File: src/rtl/serial_adder_pkg.sv
// Shared types and sizing helpers for the bit-serial adder.
package serial_adder_pkg;

  typedef enum logic [1:0] {
    IDLE = 2'd0,
    RUN  = 2'd1,
    DONE = 2'd2
  } state_t;

  // Bit-counter width able to hold 0..width.
  function automatic int unsigned cnt_w(input int unsigned width);
    return $clog2(width + 1);
  endfunction

endpackage

File: src/rtl/serial_adder_full_adder_cell.sv
// Single-bit combinational full adder used as the serial adder datapath.
module full_adder_cell (
  input  logic a,
  input  logic b,
  input  logic cin,
  output logic sum,
  output logic cout
);

  assign sum  = a ^ b ^ cin;
  assign cout = (a & b) | (a & cin) | (b & cin);

endmodule

File: src/rtl/serial_adder.sv
// Bit-serial adder, LSB first, one bit per cycle; done pulses WIDTH cycles after start.
// Optional signed-overflow output enabled by defining SERIAL_ADDER_OVF_EN.
module serial_adder
  import serial_adder_pkg::*;
#(
  parameter int WIDTH = 8
) (
  input  logic             clk,
  input  logic             rst,
  input  logic             start,
  input  logic [WIDTH-1:0] a,
  input  logic [WIDTH-1:0] b,
  input  logic             cin,
  output logic             busy,
  output logic             done,
  output logic [WIDTH-1:0] sum,
  output logic             cout
`ifdef SERIAL_ADDER_OVF_EN
  ,
  output logic             ovf
`endif
);

  localparam int unsigned CW = cnt_w(WIDTH);

  if (WIDTH < 1 || WIDTH > 64) begin : g_width_check
    $error("serial_adder: WIDTH must be in 1..64");
  end

  state_t           r_state;
  state_t           w_next;
  logic [WIDTH-1:0] r_a;
  logic [WIDTH-1:0] r_b;
  logic [WIDTH-1:0] r_res;
  logic             r_c;
  logic [CW-1:0]    r_cnt;
  logic             w_s;
  logic             w_co;
  logic             w_last;
  logic             w_load;
  logic [WIDTH-1:0] w_res_nxt;

  full_adder_cell u_fa (
    .a    (r_a[0]),
    .b    (r_b[0]),
    .cin  (r_c),
    .sum  (w_s),
    .cout (w_co)
  );

  assign w_last = (r_cnt == CW'(WIDTH - 1));
  assign w_load = start && (r_state != RUN);
  // New bit enters at the MSB; written as shift/OR so WIDTH=1 needs no empty slice.
  assign w_res_nxt = (r_res >> 1) | (WIDTH'(w_s) << (WIDTH - 1));

  always_ff @(posedge clk or posedge rst) begin
    if (rst) r_state <= IDLE;
    else     r_state <= w_next;
  end

  always_comb begin
    w_next = r_state;
    case (r_state)
      IDLE:    if (start)  w_next = RUN;
      RUN:     if (w_last) w_next = DONE;
      DONE:    w_next = start ? RUN : IDLE;
      default: w_next = IDLE;
    endcase
  end

  assign busy = (r_state == RUN);
  assign done = (r_state == DONE);

  always_ff @(posedge clk or posedge rst) begin
    if (rst) begin
      r_a   <= '0;
      r_b   <= '0;
      r_res <= '0;
      r_c   <= 1'b0;
      r_cnt <= '0;
      sum   <= '0;
      cout  <= 1'b0;
`ifdef SERIAL_ADDER_OVF_EN
      ovf   <= 1'b0;
`endif
    end else if (w_load) begin
      r_a   <= a;
      r_b   <= b;
      r_c   <= cin;
      r_res <= '0;
      r_cnt <= '0;
    end else if (r_state == RUN) begin
      r_a   <= r_a >> 1;
      r_b   <= r_b >> 1;
      r_c   <= w_co;
      r_res <= w_res_nxt;
      r_cnt <= r_cnt + CW'(1);
      if (w_last) begin
        sum  <= w_res_nxt;
        cout <= w_co;
`ifdef SERIAL_ADDER_OVF_EN
        // r_c is the carry into the MSB while the MSB is being processed.
        ovf  <= r_c ^ w_co;
`endif
      end
    end
  end

endmodule

File: config.mk
export PLATFORM = sky130hd
export DESIGN_NAME = serial_adder
export DESIGN_NICKNAME = d
export VERILOG_FILES = /design/src/rtl/serial_adder_pkg.sv /design/src/rtl/serial_adder_full_adder_cell.sv /design/src/rtl/serial_adder.sv
export SDC_FILE = /design/constraint.sdc
export NUM_CORES = 1
export LEC_CHECK = 0
export ABC_AREA = 1
export BUFFER_PORTS_ARGS = -buffer_cell sky130_fd_sc_hd__buf_2
export CORE_UTILIZATION = 49
export DETAILED_ROUTE_END_ITERATION = 7
export GPL_ROUTABILITY_DRIVEN = 0
export GPL_TIMING_DRIVEN = 1
export PLACE_DENSITY = 0.81
export SETUP_SLACK_MARGIN = 0.4
export SLEW_MARGIN = 20
export SYNTH_ARGS = -nofsm -noshare
export SYNTH_HDL_FRONTEND = slang
export SYNTH_SLANG_ARGS = --single-unit
File: constraint.sdc
create_clock -name clk -period 1.3 [get_ports clk]
set_input_delay 0.13 -clock clk [delete_from_list [all_inputs] [get_ports clk]]
set_output_delay 0.13 -clock clk [all_outputs]
set_load 0.1 [all_outputs]
After elaboration in Yosys (flattened, before gate mapping)
Cells that the tools add are included.
Widths: inputs -> output; s select.
{"block": "op_classes", "add_sub_neg": 1, "eq_ne": 6, "muxes": 14, "n_bitwise": 9, "n_reduce_logical": 5}
{"operator": "$mux 8", "count": 6}
{"operator": "$mux 4", "count": 2}
{"operator": "$or 7x8->8", "count": 1}
{"operator": "$pmux 2 s3", "count": 1}
{"operator": "$add 4x1->4 const B", "count": 1}
{"operator": "$eq 4x3->1 const B", "count": 1}
{"operator": "$mux 2", "count": 2}
{"operator": "$ne 2x1->1 const B", "count": 2}
{"operator": "$and 1x1->1", "count": 3}
{"operator": "$mux 1", "count": 3}
{"operator": "$reduce_and 3->1", "count": 1}
{"operator": "$eq 2x1->1 const B", "count": 1}
{"operator": "$eq 2x2->1 const B", "count": 1}
{"operator": "$logic_not 2->1", "count": 1}
{"operator": "$ne 2x2->1 const B", "count": 1}
{"operator": "$or 1x1->1", "count": 2}
{"operator": "$reduce_and 2->1", "count": 1}
{"operator": "$reduce_bool 2->1", "count": 1}
{"operator": "$xor 1x1->1", "count": 2}
{"operator": "$logic_and 1x1->1", "count": 1}
{"operator": "$not 1->1", "count": 1}
{"block": "totals", "regBits": 40, "in_bits": 20}

Logic depth before layout (Yosys ltp)
Gate-level depths: netlist of run 1.
{"block": "depth", "word_depth": 5, "ltp_mapped": 7, "depth_no_buf": 7}

Cells and area by module
From an unflattened synthesis of run 1, not the netlist that was laid out.
{"block": "hier_totals", "hier_cells": 179, "area_unflattened_um2": 1699.1}
{"module": "serial_adder", "n_inst": 1, "cells_per_inst": 178, "area_each_um2": 1679.1}
{"module": "full_adder_cell", "n_inst": 1, "cells_per_inst": 1, "area_each_um2": 20.0}

Least setup slack after synthesis of run 1
No wires, ideal clock.
{"block": "synth_timing", "path_kind": "register to output", "startpoint": "reg r_state[1]", "endpoint": "out done", "t_arrival_ps": 1693, "required_ps": 1170, "path_slack_ps": -523, "path_stages_with_launch": 3, "n_path_buf": 0, "path_cell_list": "dfrtp_1 > inv_1 > nor2_1"}
{"block": "synth_between", "elab_chain_len": 1}
{"element": "start, declared", "line_no": "serial_adder.sv:30", "text": "state_t r_state;"}
{"element": "start signal, assigned", "line_no": "serial_adder.sv:58", "text": "else r_state <= w_next;"}
{"element": "$eq 2x2->1", "line_no": "serial_adder.sv:72", "text": "assign done = (r_state == DONE);"}
{"element": "end, declared", "line_no": "serial_adder.sv:15", "text": "output logic done,"}
Every way passes these cells.

Worst setup path in the final report of run 1
{"block": "layout_timing", "startpoint": "reg r_state[0]", "endpoint": "reg r_b[3]"}
{"block": "layout_between", "elab_chain_len": 3}
{"element": "$ne 2x1->1", "line_no": "serial_adder.sv:52", "text": "assign w_load = start && (r_state != RUN);"}
{"element": "$logic_and 1x1->1", "line_no": "serial_adder.sv:52"}
{"element": "$mux 8 or $reduce_bool 2->1 (tied branches)"}
{"element": "end signal, assigned", "line_no": "serial_adder.sv:94", "text": "r_b <= r_b >> 1;"}
{"element": "end, declared", "line_no": "serial_adder.sv:33", "text": "logic [WIDTH-1:0] r_b;"}
Parallel ways exist; a longest one is shown, timed or not.
A chain may end at the register's enable or synchronous reset.

==> results of run 1 <==
-- where the power goes --
part	internal [W]	switching, W	leakage, nW
Clock	0.000318	0.000393	0.0386
Sequential	0.00174	0.000412	0.489
Combinational	0.00202	0.00276	0.865
-- per-layer routing --
metal / up-vias / GRT usage, % / part of all wire (%)
met5: - / 0 / 0
met4: 0 / 10.7 / 3.4
met3: 17 / 7.46 / 3.5
met2: 63 / 49.6 / 56
met1: 821 / 31.0 / 37
li1: 760 / - / -
-- sequential cells by signal (all words and copies together) (netlist names) --
name and cells:
r_cnt 4, cout 1, sum 8, r_a 8
r_c 1, r_b 8, r_res 7, r_state 2
-- stage by stage --
stage | instances | instance area (um^2) | hold WS [ps] | setup TNS, ps | power (W)
after floorplan | 182 | 1750 | 102 | 0 | 0.00439
after global placement | 260 | 2020 | 142 | 0 | 0.00489
after detailed placement | 260 | 2020 | 143 | 0 | 0.00498
after CTS | 299 | 2630 | 58.3 | -83.8 | 0.00682
after global routing | 309 | 2890 | 91.1 | -1650 | 0.00800
final | 309 | 2890 | 82.6 | -727 | 0.00764
-- worst max-delay path, cell delays in order (launching register included) --
cell and delay [ps]:
sky130_fd_sc_hd__dfrtp_1 420, sky130_fd_sc_hd__inv_2 80, sky130_fd_sc_hd__nor2_4 40, sky130_fd_sc_hd__buf_4 140
sky130_fd_sc_hd__buf_12 130, sky130_fd_sc_hd__nor2_4 190, sky130_fd_sc_hd__clkbuf_16 200, sky130_fd_sc_hd__nand2_1 60
sky130_fd_sc_hd__nand3_1 70
-- placed cells by master (no fill, tap or decap), types with 3 or more instances in the layout --
cell type / synthesis / routed
sky130_fd_sc_hd__o21ai_2: 8 / 8
sky130_fd_sc_hd__buf_4: 2 / 14
sky130_fd_sc_hd__nand3_1: 31 / 22
sky130_fd_sc_hd__dfrtp_1: 39 / 30
sky130_fd_sc_hd__nand2_1: 55 / 35
sky130_fd_sc_hd__nand2_4: 1 / 10
sky130_fd_sc_hd__buf_12: 0 / 16
sky130_fd_sc_hd__inv_1: 16 / 11
sky130_fd_sc_hd__nand2_2: 3 / 14
sky130_fd_sc_hd__nor2_4: 2 / 4
sky130_fd_sc_hd__nand2_8: 0 / 3
sky130_fd_sc_hd__o22ai_2: 0 / 6
sky130_fd_sc_hd__buf_2: 4 / 19
sky130_fd_sc_hd__dlygate4sd3_1: 0 / 18
sky130_fd_sc_hd__buf_6: 1 / 8
sky130_fd_sc_hd__inv_2: 2 / 6
sky130_fd_sc_hd__nand3_2: 0 / 9
sky130_fd_sc_hd__dfrtp_2: 0 / 9
sky130_fd_sc_hd__clkbuf_4: 0 / 5
-- cells by family (layout without fill, tap and decap cells) --
family | after synthesis | count (layout) | synth area share [%]
buf+inv | 25 | 103 | 6.71
compound gates | 20 | 20 | 8.26
simple gates | 96 | 99 | 25.6
flops | 39 | 39 | 57.5
fa+ha+maj | 2 | 2 | 1.92
-- area by class of cell --
| class | instances | share of cell area, % |
|---|---|---|
| clock buffer | 8 | 2.38 |
| inverter | 18 | 2.47 |
| sequential | 39 | 34.2 |
| timing repair buffer | 77 | 29.1 |
| tap | 46 | 1.99 |
| multi-input combinational | 121 | 29.9 |
-- what timing repair did --
item / in CTS / in global routing
buffers inserted: 10 / 8
pin swaps: 13 / 8
hold buffers: 18 / 0
resized for setup: 65 / 32
cloned: 3 / 2
setup endpoints to repair: 50 / 50
hold endpoints to repair: 33 / 0
-- final timing paths --
path / end / slack [ps] / depth (start not counted)
max: r_b[3] / -70 / 8
min: r_cnt[3] / 80 / 4
max reg2reg: r_b[3] / -70 / 8
min reg2reg: r_a[7] / 500 / 2
max in group asynchronous: sum[5] / 550 / 4
min in group asynchronous: r_cnt[3] / 300 / 3
==> implementation parameters, run 1 <==
Parameter                              Value

STA
  Setup repair after global routing missed its margin    yes
  Worst Tran Pin Value    between 300 and 400 ps
  Final max-slew violation count    0
  Slew margin rel.    ~73%
  Post-route setup slack    -73.7 ps
  Fmax    slightly above 0.7 GHz
  Setup skew after layout    approximately 2.5 ps
  Hold Fails Final Rpt    0
  Minimum clock period    1370 ps
  Final worst-path cycle share    106%
  Final setup fails    18

Yosys
  Synth area leaders    sky130_fd_sc_hd__dfrtp_1, sky130_fd_sc_hd__nand2_1, sky130_fd_sc_hd__nand3_1
  Syn avg cell area    9.32 um^2
  Total standard cell area after synthesis    1700 um^2
  Yosys warning total    0
  Async SR Flop Fraction    100%
  Cell type with the highest aggregate area in the netlist    sky130_fd_sc_hd__dfrtp_1
  Synth Flop Type    sky130_fd_sc_hd__dfrtp_1
  Syn_nets    between 200 and 250
  Number of distinct library cell variants in the gate-level netlist after synthesis    21
  Number of synthesized register bits    39
  Most frequent cells after synthesis    sky130_fd_sc_hd__nand2_1, sky130_fd_sc_hd__dfrtp_1, sky130_fd_sc_hd__nand3_1, sky130_fd_sc_hd__inv_1
  EDFF count, synth    0
  Synthesized instance count    182
  Most frequently used cell type in the post-synthesis netlist    sky130_fd_sc_hd__nand2_1
  Portion of the post-synthesis area used by sequential elements    57.5%
  Top-area cell type share of the netlist area    57.5%

Floorplanning
  Core area    approximately 3300 um^2
  Initial core utilization    50.8%
  Ports placed on the boundary    31
  Width of the die    a little over 60 um
  Full die area    3700 um^2
  Die Height    a little over 60 um
  Floorplan row count    21

Setup path
  Kind of end point of the critical path    flip-flop
  Required time of the critical path    ~1600 ps
  Largest driver fanout on the critical path    8
  Endpoint arrival time on the critical path    between 1500 and 2000 ps
  Startpoint of the worst-slack reg-to-reg timing path    r_state[0]
  Worst setup path startpoint    r_state[0]
  Category of the critical setup timing path    reg -> reg
  Setup crit start kind    flip-flop

Outcome
  Result of the run    complete, but fails checks
  Violated checks    setup timing

Pwr
  Static Leak    1.39 nW
  Areal power density over the cells    about 2600 nW/um^2
  Worst supply voltage drop on vdd    0.00154 V

Clocking
  Number of sinks handled by clock tree synthesis    39
  CTS clk-pin slew, worst paths    approximately 110 ps
  Number of CTS-inserted buffers    5
  H-tree levels    2
  Clock root buffer    sky130_fd_sc_hd__clkbuf_4
  Clock latency reported for the late side of the worst-skew pair    about 350 ps
  Number of buffers on the longest clock path    2
  TritonCTS clock tree    built

Place
  IO Port Bufs    30
  Detail Placement HPWL    2250 um
  Place WS    between 50 and 60 ps

Final layout
  Layout cell share with drive strength beyond 1    52.5%
  Area of all sequential standard cells    just under 1000 um^2
  Fillcell total    around 160
  Final-stage net count    around 280
  Area delta synth->final    70.2%
  Multi-input combinational cell area    862 um^2
  # diodes    0
  Core occupancy in the finished layout    between 80 and 90%

Hold path
  Hold Crit Start    start
  Worst min-delay path category    in -> reg

GRT
  Total routing resource utilization after global routing    27.6%
  Via count of the first global-routing pass    1559
  Global-route wire length before repair    7120 um
  Remaining Overflow, GRT    0
  Largest net degree at the start of global routing    24
  Number of antenna violations at the first check in global routing    0

Detailed routing
  Mean number of vias per cell    between 5 and 6
  Residual DRC    0
  Drt pass-1 iters    4
  Count of nets left with antenna violations after detail routing    0
  Total number of vias    ~1700
  1st-iter DRT viols    68
  Total wire length    between 5000 and 6000 um
  Post-DR wirelength/cell    ~17 um

Run
  Max-capacitance violation count    0
Power figures use the tool's default switching activity.
==> inputs of run 2 (changes only) <==
--- a/config.mk
+++ b/config.mk
@@ -7,6 +7,7 @@
 export LEC_CHECK = 0
 export ABC_AREA = 1
 export BUFFER_PORTS_ARGS = -buffer_cell sky130_fd_sc_hd__buf_2
+export CORE_ASPECT_RATIO = 1.2
 export CORE_UTILIZATION = 49
 export DETAILED_ROUTE_END_ITERATION = 7
 export GPL_ROUTABILITY_DRIVEN = 0
==> implementation parameters, run 2 (same netlist as run 1, synthesis figures left out) <==
Parameter                              Value

Final layout
  Final-stage net count    262 (was 284)
  Final Instance Count excl. Fillers    278 (was 309)
  # diodes    0 (unchanged)
  Leading cell type in the layout, fill and taps excluded    sky130_fd_sc_hd__nand2_1 (unchanged)
  Top library cells by usage in the layout, fill and taps aside    sky130_fd_sc_hd__nand2_1, sky130_fd_sc_hd__nand3_1, sky130_fd_sc_hd__dfrtp_1, sky130_fd_sc_hd__buf_2, sky130_fd_sc_hd__buf_12 (was sky130_fd_sc_hd__nand2_1, sky130_fd_sc_hd__dfrtp_1, sky130_fd_sc_hd__nand3_1, sky130_fd_sc_hd__buf_2, sky130_fd_sc_hd__dlygate4sd3_1)
  Fillcell total    220 (was 161)
  Area delta synth->final    51.0% (was 70.2%)
  Layout cell share with drive strength beyond 1    46.5% (was 52.5%)
  Leading registers by flop count    r_a x8, r_b x8, sum x8 (unchanged)

STA
  Smallest hold slack    34.4 ps (was 82.6 ps)
  Worst Tran Pin Value    472 ps (was 397 ps)
  Hold Fails Final Rpt    0 (unchanged)
  Post-route setup slack    -7.06 ps (was -73.7 ps)
  Total negative slack    -7.06 ps (was -727 ps)
  Final max-slew violation count    0 (unchanged)
  Minimum clock period    1310 ps (was 1370 ps)
  Final setup fails    1 (was 18)
  Slew margin rel.    68.4% (was 73.4%)
  Setup repair after global routing missed its margin    yes (unchanged)
  Setup skew after layout    4.43 ps (was 2.53 ps)
  Fmax    0.765 GHz (was 0.728 GHz)
  Final worst-path cycle share    101% (was 106%)

Hold path
  Hold Crit Start    a[7] (was start)
  Worst min-delay path category    in -> reg (unchanged)
  Worst min-delay path endpoint    r_a[7] (was r_cnt[3])
  WHS Path Cells    3 (was 4)

Floorplanning
  Full die area    3700 um^2 (about the same)
  Ports placed on the boundary    31 (unchanged)
  Initial core utilization    51.3% (was 50.8%)
  Width of the die    55.7 um (was 60.8 um)
  Die Height    66.5 um (was 60.8 um)
  Floorplan row count    23 (was 21)
  Core area    3310 um^2 (was 3340 um^2)

GRT
  Remaining Overflow, GRT    0 (unchanged)
  Largest net degree at the start of global routing    21 (was 24)
  Via count of the first global-routing pass    1366 (was 1559)
  Global-route wire length before repair    5740 um (was 7120 um)
  Total routing resource utilization after global routing    20.5% (was 27.6%)
  Number of antenna violations at the first check in global routing    0 (unchanged)

Setup path
  Kind of end point of the critical path    primary output (was flip-flop)
  Critical Path Max Stage Delay    400 ps (was 420 ps)
  Largest driver fanout on the critical path    3 (was 8)
  Setup crit start kind    flip-flop (unchanged)
  Category of the critical setup timing path    reg -> out (was reg -> reg)
  Reg-to-reg critical path endpoint    r_c (was r_b[3])
  Worst path slowest cell    sky130_fd_sc_hd__dfrtp_1 (unchanged)
  Length in cells of the worst reg-to-reg path    7 (was 8)
  Startpoint of the worst-slack reg-to-reg timing path    r_state[0] (unchanged)
  Internal reg-to-reg setup slack    20 ps (was -70 ps)
  Required time of the critical path    1170 ps (was 1590 ps)
  Cell chain of the critical path    inv_2 -> nor2_4 -> buf_6 -> buf_12 (was inv_2 -> nor2_4 -> buf_4 -> buf_12 -> nor2_4 -> clkbuf_16 -> nand2_1 -> nand3_1)
  Endpoint arrival time on the critical path    1180 ps (was 1670 ps)

Detailed routing
  Count of nets left with antenna violations after detail routing    0 (unchanged)
  Post-DR wirelength/cell    15.3 um (was 17.5 um)
  Total wire length    4240 um (was 5400 um)
  Drt pass-1 iters    4 (unchanged)
  Mean number of vias per cell    5.36 (was 5.38)
  Residual DRC    0 (unchanged)
  1st-iter DRT viols    34 (was 68)
  Total number of vias    1490 (was 1661)

Clocking
  TritonCTS clock tree    built (unchanged)
  Clock latency reported for the late side of the worst-skew pair    290 ps (was 350 ps)
  H-tree levels    2 (unchanged)
  Number of sinks handled by clock tree synthesis    39 (unchanged)
  Number of buffers on the longest clock path    2 (unchanged)
  CTS clk-pin slew, worst paths    70 ps (was 110 ps)
  Number of CTS-inserted buffers    5 (unchanged)
  Clock root buffer    sky130_fd_sc_hd__clkbuf_8 (was sky130_fd_sc_hd__clkbuf_4)

Pwr
  Areal power density over the cells    2810 nW/um^2 (was 2640 nW/um^2)
  Overall power of the completed layout    0.00719 W (was 0.00764 W)
  Worst supply voltage drop on vdd    0.00264 V (was 0.00154 V)
  Static Leak    1.23 nW (was 1.39 nW)

Outcome
  Violated checks    setup timing (unchanged)
  Result of the run    complete, but fails checks (unchanged)

Place
  Post-Place Cells    249 (was 260)
  IO Port Bufs    30 (unchanged)
  Detail Placement HPWL    2200 um (was 2250 um)

Run
  Max-capacitance violation count    0 (unchanged)
-- run 2: changes by cell type in the layout (fill, tap and decap cells not counted), moves of 3 or more --
cell                            before  now
sky130_fd_sc_hd__nand3_2             9    0
sky130_fd_sc_hd__buf_4              14   10
sky130_fd_sc_hd__dlygate4sd3_1      18    1
sky130_fd_sc_hd__nand2_1            35   48
sky130_fd_sc_hd__clkbuf_4            5    0
sky130_fd_sc_hd__clkbuf_8            2    5
sky130_fd_sc_hd__nand2_2            14    4
sky130_fd_sc_hd__nand3_1            22   31
-- run 2: through the flow --
step | util [%] | area (um^2) | setup WS, ps
CTS | 68.5 | 2270 | 25.8
global route | 77.4 | 2560 | -65.3
global placement | 59.7 | 1980 | 70.8
finish | 77.4 | 2560 | -7.06
floorplan | - | 1750 | 106
detailed placement | 59.7 | 1980 | 39.5
-- run 2: power by group --
group | total (W) | leakage [nW] | internal, W | switching (W)
registers | 0.00214 | 0.489 | 0.00174 | 0.000391
logic | 0.00427 | 0.706 | 0.00173 | 0.00254
clock network | 0.000786 | 0.0395 | 0.000381 | 0.000405
total | 0.00719 | 1.23 | 0.00385 | 0.00334
-- run 2: worst max-delay path by stage --
stage | depth (start not counted) | start | end
after floorplan | 7 | r_cnt[0] | sum[0]
after global placement | 3 | r_state[1] | busy
after detailed placement | 7 | r_cnt[0] | cout
after CTS | 3 | r_state[0] | done
after global routing | 6 | r_state[1] | r_a[2]
final | 4 | r_state[0] | busy
-- run 2: worst max-delay path, delay by kind of cell (launching register included) --
family / cells / cell delay (ps)
flip-flops: 1 / 400
buffers and inverters: 3 / 360
AND/OR/NAND/NOR: 1 / 120
-- run 2: area by class of cell --
type / instances / area [um^2] / area share [%]
clock buffer: 8 / 80.1 / 3.13
tap: 37 / 46.3 / 1.81
inverter: 18 / 76.3 / 2.98
sequential: 39 / 987 / 38.5
multi-input combinational: 121 / 785 / 30.6
timing repair buffer: 54 / 582 / 22.7
timing repair inverter: 1 / 5.00 / 0.195
-- run 2: repair_timing --
item,in CTS,in global routing
gates resized for setup,32,45
buffers inserted,9,6
pin swaps,7,2
endpoints found under the hold margin,18,0
hold buffers,1,0
cloned,1,4
setup endpoints to repair,50,71
-- run 2: metal layers --
metal	part of all wire [%]	vias to the layer above	global-route usage (%)
li1	-	706	-
met1	36	735	22.6
met2	58	44	38.0
met3	4.6	5	6.60
met4	0.90	0	5.63
met5	0	-	0
